File: config.mk
export PLATFORM = sky130hd
export DESIGN_NAME = mont_conv_in
export DESIGN_NICKNAME = d
export VERILOG_FILES = /design/src/rtl/mont_conv_in.sv
export SDC_FILE = /design/constraint.sdc
export NUM_CORES = 1
export LEC_CHECK = 0
export ABC_CLOCK_PERIOD_IN_PS = 10570
export BUFFER_PORTS_ARGS = -buffer_cell sky130_fd_sc_hd__buf_4
export CAP_MARGIN = 10
export CORE_MARGIN = 1.5
export CORE_UTILIZATION = 40
export DETAILED_ROUTE_END_ITERATION = 8
export PLACE_DENSITY = 0.61
export SYNTH_ARGS = -nofsm -noshare
export SYNTH_HDL_FRONTEND = slang
export SYNTH_SLANG_ARGS = --single-unit
File: constraint.sdc
create_clock -name clk -period 10.57 [get_ports clk]
set_clock_uncertainty 0.15 [all_clocks]
set_input_delay 0 -clock clk [delete_from_list [all_inputs] [get_ports clk]]
set_output_delay 0 -clock clk [all_outputs]
set_load 0.02 [all_outputs]
File: src/rtl/mont_conv_in.sv
// Entry-side Montgomery conversion: result = a * 2^(3W) mod q, computed by
// 3W successive modular doublings behind valid/ready handshakes.
module mont_conv_in #(
  parameter int K = 54,
  parameter int W = 24,
  parameter int M = 17
) (
  input  logic         clk,
  input  logic         rst_n,
  input  logic         in_valid,
  output logic         in_ready,
  input  logic [K-1:0] a,
  input  logic [M-1:0] q_m,
  input  logic [3:0]   current_k,
  output logic         out_valid,
  input  logic         out_ready,
  output logic [K-1:0] result
);

  localparam int TW    = K - M - W;
  localparam int STEPS = 3 * W;
  localparam int CW    = $clog2(STEPS);
  localparam int K_TOP = 8;

  typedef enum logic [1:0] {
    IDLE = 2'd0,
    RUN  = 2'd1,
    DONE = 2'd2
  } state_t;

  state_t         state;
  state_t         state_nxt;
  logic [K-1:0]   x;
  logic [CW-1:0]  cnt;
  logic [M-1:0]   q_m_lat;
  logic [3:0]     k_lat;

  logic [K-1:0]   q;
  logic [K:0]     d;
  logic [K:0]     diff;
  logic           borrow;
  logic [K-1:0]   x_step;
  logic           accept;
  logic           last_step;

  // Top field of the modulus: all-ones shortened by (8 - k) bits.
  // Selectors above the legal range saturate at the full-width field.
  function automatic logic [TW-1:0] top_field(input logic [3:0] k);
    logic [TW-1:0] ones;
    logic [3:0]    sh;
    ones = '1;
    sh   = (k >= 4'(K_TOP)) ? 4'd0 : 4'(K_TOP) - k;
    return ones >> sh;
  endfunction

  // q is rebuilt from the latched fields, so it cannot follow the inputs
  // once an operand has been accepted.
  assign q = {top_field(k_lat), q_m_lat, {(W-1){1'b0}}, 1'b1};

  // One modular doubling. q has a zero MSB at K+1 bits, so the borrow of
  // the (K+1)-bit subtraction d - q reduces to ~d[K] & diff[K].
  assign d      = {x, 1'b0};
  assign diff   = d - {1'b0, q};
  assign borrow = ~d[K] & diff[K];
  assign x_step = borrow ? d[K-1:0] : diff[K-1:0];

  assign accept    = in_valid && in_ready;
  assign last_step = (cnt == CW'(STEPS - 1));

  // State register.
  // NOTE: sequential state uses non-blocking assignments so every register
  // samples the pre-edge values, independent of statement order.
  always_ff @(posedge clk or negedge rst_n) begin
    if (!rst_n) begin
      state <= IDLE;
    end else begin
      state <= state_nxt;
    end
  end

  // Next-state logic.
  // NOTE: state_nxt gets a default before the case so no path leaves it
  // unassigned, which would otherwise infer a latch.
  always_comb begin
    state_nxt = state;
    case (state)
      IDLE:    if (accept) state_nxt = RUN;
      RUN:     if (last_step) state_nxt = DONE;
      DONE:    if (out_ready) state_nxt = IDLE;
      default: state_nxt = IDLE;
    endcase
  end

  // Output decode; both flags come straight from the state register.
  always_comb begin
    in_ready  = 1'b0;
    out_valid = 1'b0;
    case (state)
      IDLE:    in_ready  = 1'b1;
      DONE:    out_valid = 1'b1;
      default: ;
    endcase
  end

  assign result = x;

  // Datapath: operand capture at accept, one doubling per RUN cycle,
  // x held untouched in DONE and IDLE.
  always_ff @(posedge clk or negedge rst_n) begin
    if (!rst_n) begin
      x       <= '0;
      cnt     <= '0;
      q_m_lat <= '0;
      k_lat   <= '0;
    end else begin
      case (state)
        IDLE: begin
          if (accept) begin
            x       <= a;
            cnt     <= '0;
            q_m_lat <= q_m;
            k_lat   <= current_k;
          end
        end
        RUN: begin
          x   <= x_step;
          cnt <= cnt + 1'b1;
        end
        default: ;
      endcase
    end
  end

endmodule
==> impl_results.html <==
<table>
<tr><th>Metric</th><th>Value</th></tr>
<tr><th colspan="2">Synthesis</th></tr>
<tr><td>Total number of yosys warnings</td><td>0</td></tr>
<tr><td>Async set or reset register ratio after synthesis</td><td>100%</td></tr>
<tr><td>Cells after Synth</td><td>821</td></tr>
<tr><td>Netlist cell types</td><td>60</td></tr>
<tr><td>Avg Synthesized Cell Area</td><td>7.85 sq um</td></tr>
<tr><td>Number of synthesized flops with an enable pin</td><td>0</td></tr>
<tr><td>Syn nets</td><td>934</td></tr>
<tr><td>Library cell occupying the most area in the post-synthesis netlist</td><td>sky130_fd_sc_hd__dfrtp_1</td></tr>
<tr><td>Post-synth top area share</td><td>32.6%</td></tr>
<tr><td>Most instantiated flip-flop cell in the synthesis netlist</td><td>sky130_fd_sc_hd__dfrtp_1</td></tr>
<tr><td>Flip-flop and latch count after synthesis</td><td>84</td></tr>
<tr><td>Largest cells by area after synthesis</td><td>sky130_fd_sc_hd__dfrtp_1, sky130_fd_sc_hd__nand2_1, sky130_fd_sc_hd__ha_1</td></tr>
<tr><td>Post-Syn Area</td><td>6440 sq um</td></tr>
<tr><td>Sequential element share of the synthesized area</td><td>32.6%</td></tr>
<tr><th colspan="2">Timing</th></tr>
<tr><td>Measured slew at the worst slew-check pin</td><td>0.856 ns</td></tr>
<tr><td>Count of final setup violators</td><td>0</td></tr>
<tr><td>Max Transition Viols Final</td><td>0</td></tr>
<tr><td>Hold Violations, Final</td><td>0</td></tr>
<tr><td>Top achievable clock speed</td><td>209 MHz</td></tr>
<tr><td>Tightest slew margin relative to the limit</td><td>42.8%</td></tr>
<tr><td>Hold slack</td><td>0.0247 ns</td></tr>
<tr><td>Final period util</td><td>45.3%</td></tr>
<tr><td>RSZ-0062 raised after global routing</td><td>false</td></tr>
<tr><td>Total negative slack</td><td>0 ns</td></tr>
<tr><td>Clock period minus final worst setup slack</td><td>4.79 ns</td></tr>
<tr><th colspan="2">Routing</th></tr>
<tr><td>Number of detailed-routing iterations run before antenna repair</td><td>5</td></tr>
<tr><td>Average routed wire per standard cell</td><td>15.7 um</td></tr>
<tr><td>Number of routed nets with antenna violations</td><td>0</td></tr>
<tr><td>Vias</td><td>6481</td></tr>
<tr><td>Aggregate routed wire length</td><td>19.1 mm</td></tr>
<tr><td>Post-DR vias/cell</td><td>5.32</td></tr>
<tr><td>Number of DRC markers in iteration 0</td><td>335</td></tr>
<tr><td>DRC violation count after routing</td><td>0</td></tr>
<tr><th colspan="2">Placed design</th></tr>
<tr><td>Detail Placement HPWL</td><td>13.1 mm</td></tr>
<tr><td>Total of buffers placed on input and output ports</td><td>134</td></tr>
<tr><td>Post-placement cell count</td><td>1126</td></tr>
<tr><td>Final weighted congestion in routability-driven placement</td><td>0.873</td></tr>
<tr><th colspan="2">Cells and area</th></tr>
<tr><td>Final layout net count</td><td>1111</td></tr>
<tr><td>Count of non-filler cells in the finished layout</td><td>1219</td></tr>
<tr><td>Layout-stage area growth over the synthesis result</td><td>33.2%</td></tr>
<tr><td>Share of cells above drive strength 1</td><td>17.3%</td></tr>
<tr><td>Antenna diode count</td><td>0</td></tr>
<tr><td>Filler instances</td><td>1543</td></tr>
<tr><th colspan="2">Run</th></tr>
<tr><td>MaxCap Viol Count</td><td>0</td></tr>
<tr><th colspan="2">Global routing</th></tr>
<tr><td>Gr usage total</td><td>22.9%</td></tr>
<tr><td>Pin count of the biggest net entering global routing</td><td>61</td></tr>
<tr><td>Wire length of the first global-routing pass</td><td>30.6 mm</td></tr>
<tr><td>Vias in the first global route</td><td>6121</td></tr>
<tr><td>Antenna violations before repair</td><td>0</td></tr>
<tr><td>GRT overflow</td><td>0</td></tr>
<tr><th colspan="2">Clocking</th></tr>
<tr><td>Inserted Clock Buffers</td><td>9</td></tr>
<tr><td>Hold-fix buffer count after cts</td><td>77</td></tr>
<tr><td>CTS tree</td><td>built</td></tr>
<tr><td>Clock transition at the registers of the reported paths</td><td>0.07 ns</td></tr>
<tr><td>Number of levels the H-tree was split into</td><td>3</td></tr>
<tr><td>Setup bufs post-CTS</td><td>0</td></tr>
<tr><td>Post-CTS Resized</td><td>0</td></tr>
<tr><td>Sinks on the clock net</td><td>84</td></tr>
<tr><td>Deepest clock path buffer count</td><td>2</td></tr>
<tr><td>Clock latency of the later-clocked register in the worst-skew pair</td><td>0.35 ns</td></tr>
<tr><td>Cell chosen for the clock root</td><td>sky130_fd_sc_hd__clkbuf_16</td></tr>
<tr><th colspan="2">Floorplan</th></tr>
<tr><td>Effective utilization at floorplan</td><td>40.7%</td></tr>
<tr><td>I/O pins</td><td>135</td></tr>
<tr><td>Core ar.</td><td>15800 sq um</td></tr>
<tr><td>Vertical extent of the die</td><td>130 um</td></tr>
<tr><td>Row Count</td><td>46</td></tr>
<tr><td>Chip width</td><td>130 um</td></tr>
<tr><td>Area enclosed by the die boundary</td><td>16900 sq um</td></tr>
<tr><th colspan="2">Worst setup path</th></tr>
<tr><td>Arr. time, crit path</td><td>4.93 ns</td></tr>
<tr><td>Kind of critical path</td><td>reg2reg</td></tr>
<tr><td>Kind of launch point of the worst setup path</td><td>flop</td></tr>
<tr><td>Delay of the slowest cell on the worst path</td><td>0.80 ns</td></tr>
<tr><td>Slowest CP cell</td><td>sky130_fd_sc_hd__nand3_2</td></tr>
<tr><td>Buffers &amp; Inverters on Critical Path</td><td>1</td></tr>
<tr><td>Capturing element type of the critical path</td><td>flop</td></tr>
<tr><td>CP max FO</td><td>37</td></tr>
<tr><td>Crit-path leading delay family</td><td>simple AND/OR/NAND/NOR gates</td></tr>
<tr><td>Cell chain of the critical path</td><td>inv_1, ha_1, xor2_1, or3_1, a21oi_1, ha_1, a21o_1, a21o_1, a21oi_1, nor2_1, a2111oi_2, nand3_2, and3_1, mux2i_1, o311a_1</td></tr>
<tr><td>Data required time of the critical path</td><td>10.71 ns</td></tr>
<tr><th colspan="2">Status</th></tr>
<tr><td>Result of the run</td><td>complete, no violations</td></tr>
<tr><th colspan="2">Power and ir drop</th></tr>
<tr><td>Pwr/cell area</td><td>400 nW/um^2</td></tr>
<tr><td>Static Leak</td><td>3.89 nW</td></tr>
<tr><td>Worst IR Drop VDD</td><td>0.198 mV</td></tr>
<tr><th colspan="2">Hold path</th></tr>
<tr><td>Hold/Removal Path Class</td><td>in2async</td></tr>
</table>
[where the power goes]
| group | switching (mW) | internal, mW |
|---|---|---|
| logic | 1.40 | 1.02 |
| clock network | 0.137 | 0.197 |
| registers | 0.186 | 0.500 |
| total | 1.72 | 1.71 |
[path summary, 6_finish.rpt]
path / slack [ns] / startpoint / cells after the start / to
setup / recovery: 5.78 / k_lat[0] / 15 / result[52]
hold / removal: 0.02 / rst_n / 2 / result[5]
setup reg to reg: 5.78 / k_lat[0] / 15 / result[52]
hold reg to reg: 0.33 / cnt[6] / 1 / cnt[6]
max in group asynchronous: 9.26 / rst_n / 3 / result[35]
min in group clk: 0.10 / in_valid / 4 / k_lat[2]
[cell usage in the layout, fill, tap and decap left out, types with 4 or more instances in the layout]
master                          synthesis  layout
sky130_fd_sc_hd__or3_1                  6       6
sky130_fd_sc_hd__o21ai_0               52      52
sky130_fd_sc_hd__and3_1                29      29
sky130_fd_sc_hd__or2_2                  5       5
sky130_fd_sc_hd__xor2_1                22      22
sky130_fd_sc_hd__a211oi_2               5       5
sky130_fd_sc_hd__o21bai_1               8       8
sky130_fd_sc_hd__dlygate4sd3_1          0      77
sky130_fd_sc_hd__ha_1                  34      34
sky130_fd_sc_hd__o41ai_1                4       4
sky130_fd_sc_hd__a32oi_1                5       5
sky130_fd_sc_hd__dfrtp_1               84      84
sky130_fd_sc_hd__o31ai_1                4       4
sky130_fd_sc_hd__a211oi_1              11      11
sky130_fd_sc_hd__and2_1                 5       4
sky130_fd_sc_hd__nand2_1              169     169
sky130_fd_sc_hd__nand3_1               21      21
sky130_fd_sc_hd__buf_4                  1     139
sky130_fd_sc_hd__nor2_1                43      43
sky130_fd_sc_hd__a21oi_1               73      73
sky130_fd_sc_hd__o211ai_1               4       4
sky130_fd_sc_hd__nor3_1                12      12
sky130_fd_sc_hd__clkbuf_16              0       9
sky130_fd_sc_hd__nand4_1               10      10
sky130_fd_sc_hd__a31oi_1               24      24
sky130_fd_sc_hd__xnor2_1               27      27
sky130_fd_sc_hd__a22oi_1                6       6
sky130_fd_sc_hd__a21o_1                16      16
sky130_fd_sc_hd__inv_1                 32      32
sky130_fd_sc_hd__mux2i_1               11      11
sky130_fd_sc_hd__nor4_1                 6       6
sky130_fd_sc_hd__nand2b_1               7       6
[kinds of logic after synthesis]
| family | count (synthesis) | synth area share, % |
|---|---|---|
| and+or+nand+nor | 332 | 24.1 |
| AOI/OAI and AO/OA | 229 | 22.5 |
| DFF | 84 | 32.6 |
| buffers and inverters | 82 | 5.83 |
| xor gates and xnor gates | 49 | 6.66 |
| adders and majority gates | 34 | 6.60 |
| muxes | 11 | 1.71 |
[cells in the mapped netlist, types with 6 or more instances]
cell type,number
sky130_fd_sc_hd__nand2_1,169
sky130_fd_sc_hd__inv_1,32
sky130_fd_sc_hd__nor4_1,6
sky130_fd_sc_hd__nand2b_1,7
sky130_fd_sc_hd__dfrtp_1,84
sky130_fd_sc_hd__nand4_1,10
sky130_fd_sc_hd__clkbuf_1,40
sky130_fd_sc_hd__o21ai_0,52
sky130_fd_sc_hd__xnor2_1,27
sky130_fd_sc_hd__nor2_1,43
sky130_fd_sc_hd__nand3_1,21
sky130_fd_sc_hd__a31oi_1,24
sky130_fd_sc_hd__a21oi_1,73
sky130_fd_sc_hd__or3_1,6
sky130_fd_sc_hd__a22oi_1,6
sky130_fd_sc_hd__mux2i_1,11
sky130_fd_sc_hd__a21o_1,16
sky130_fd_sc_hd__nor3_1,12
sky130_fd_sc_hd__ha_1,34
sky130_fd_sc_hd__o21bai_1,8
sky130_fd_sc_hd__a211oi_1,11
sky130_fd_sc_hd__and3_1,29
sky130_fd_sc_hd__xor2_1,22
[area by class of cell]
class	instances	area, sq um	area share [%]
multi-input cells	655	3970	46.3
flip-flops and latches	84	2100	24.5
clock inverters	3	43.8	0.510
inverters	32	120	1.40
clock buffers	13	260	3.03
well taps	216	270	3.15
repair buffers	216	1810	21.1
[stage by stage]
step | setup WS (ns) | power (mW) | util (%) | instance area [sq um]
5_1_grt | 5.35 | 3.77 | 54.2 | 8580
6_report | 5.78 | 3.44 | 54.2 | 8580
3_3_place_gp | 5.91 | 3.05 | 47.4 | 7510
3_5_place_dp | 5.79 | 3.06 | 47.4 | 7510
4_1_cts | 5.76 | 3.44 | 54.2 | 8580
2_1_floorplan | 6.77 | 2.50 | - | 6440
[flip-flops by register name (all words and copies together) (netlist names)]
| name | flops |
|---|---|
| cnt | 7 |
| k_lat | 4 |
| q_m_lat | 17 |
| result | 54 |
| state | 2 |
[metal layers]
layer / routed length (um) / up-vias / GRT usage (%) / share of wire [%]
met5: 0 / - / 0 / 0
met4: 233 / 0 / 6.99 / 1.2
met3: 755 / 15 / 2.71 / 3.9
met2: 8880 / 157 / 37.4 / 46
met1: 9270 / 3031 / 32.0 / 48
li1: - / 3278 / - / -
Note: power is estimated with default switching activity, not from simulation.
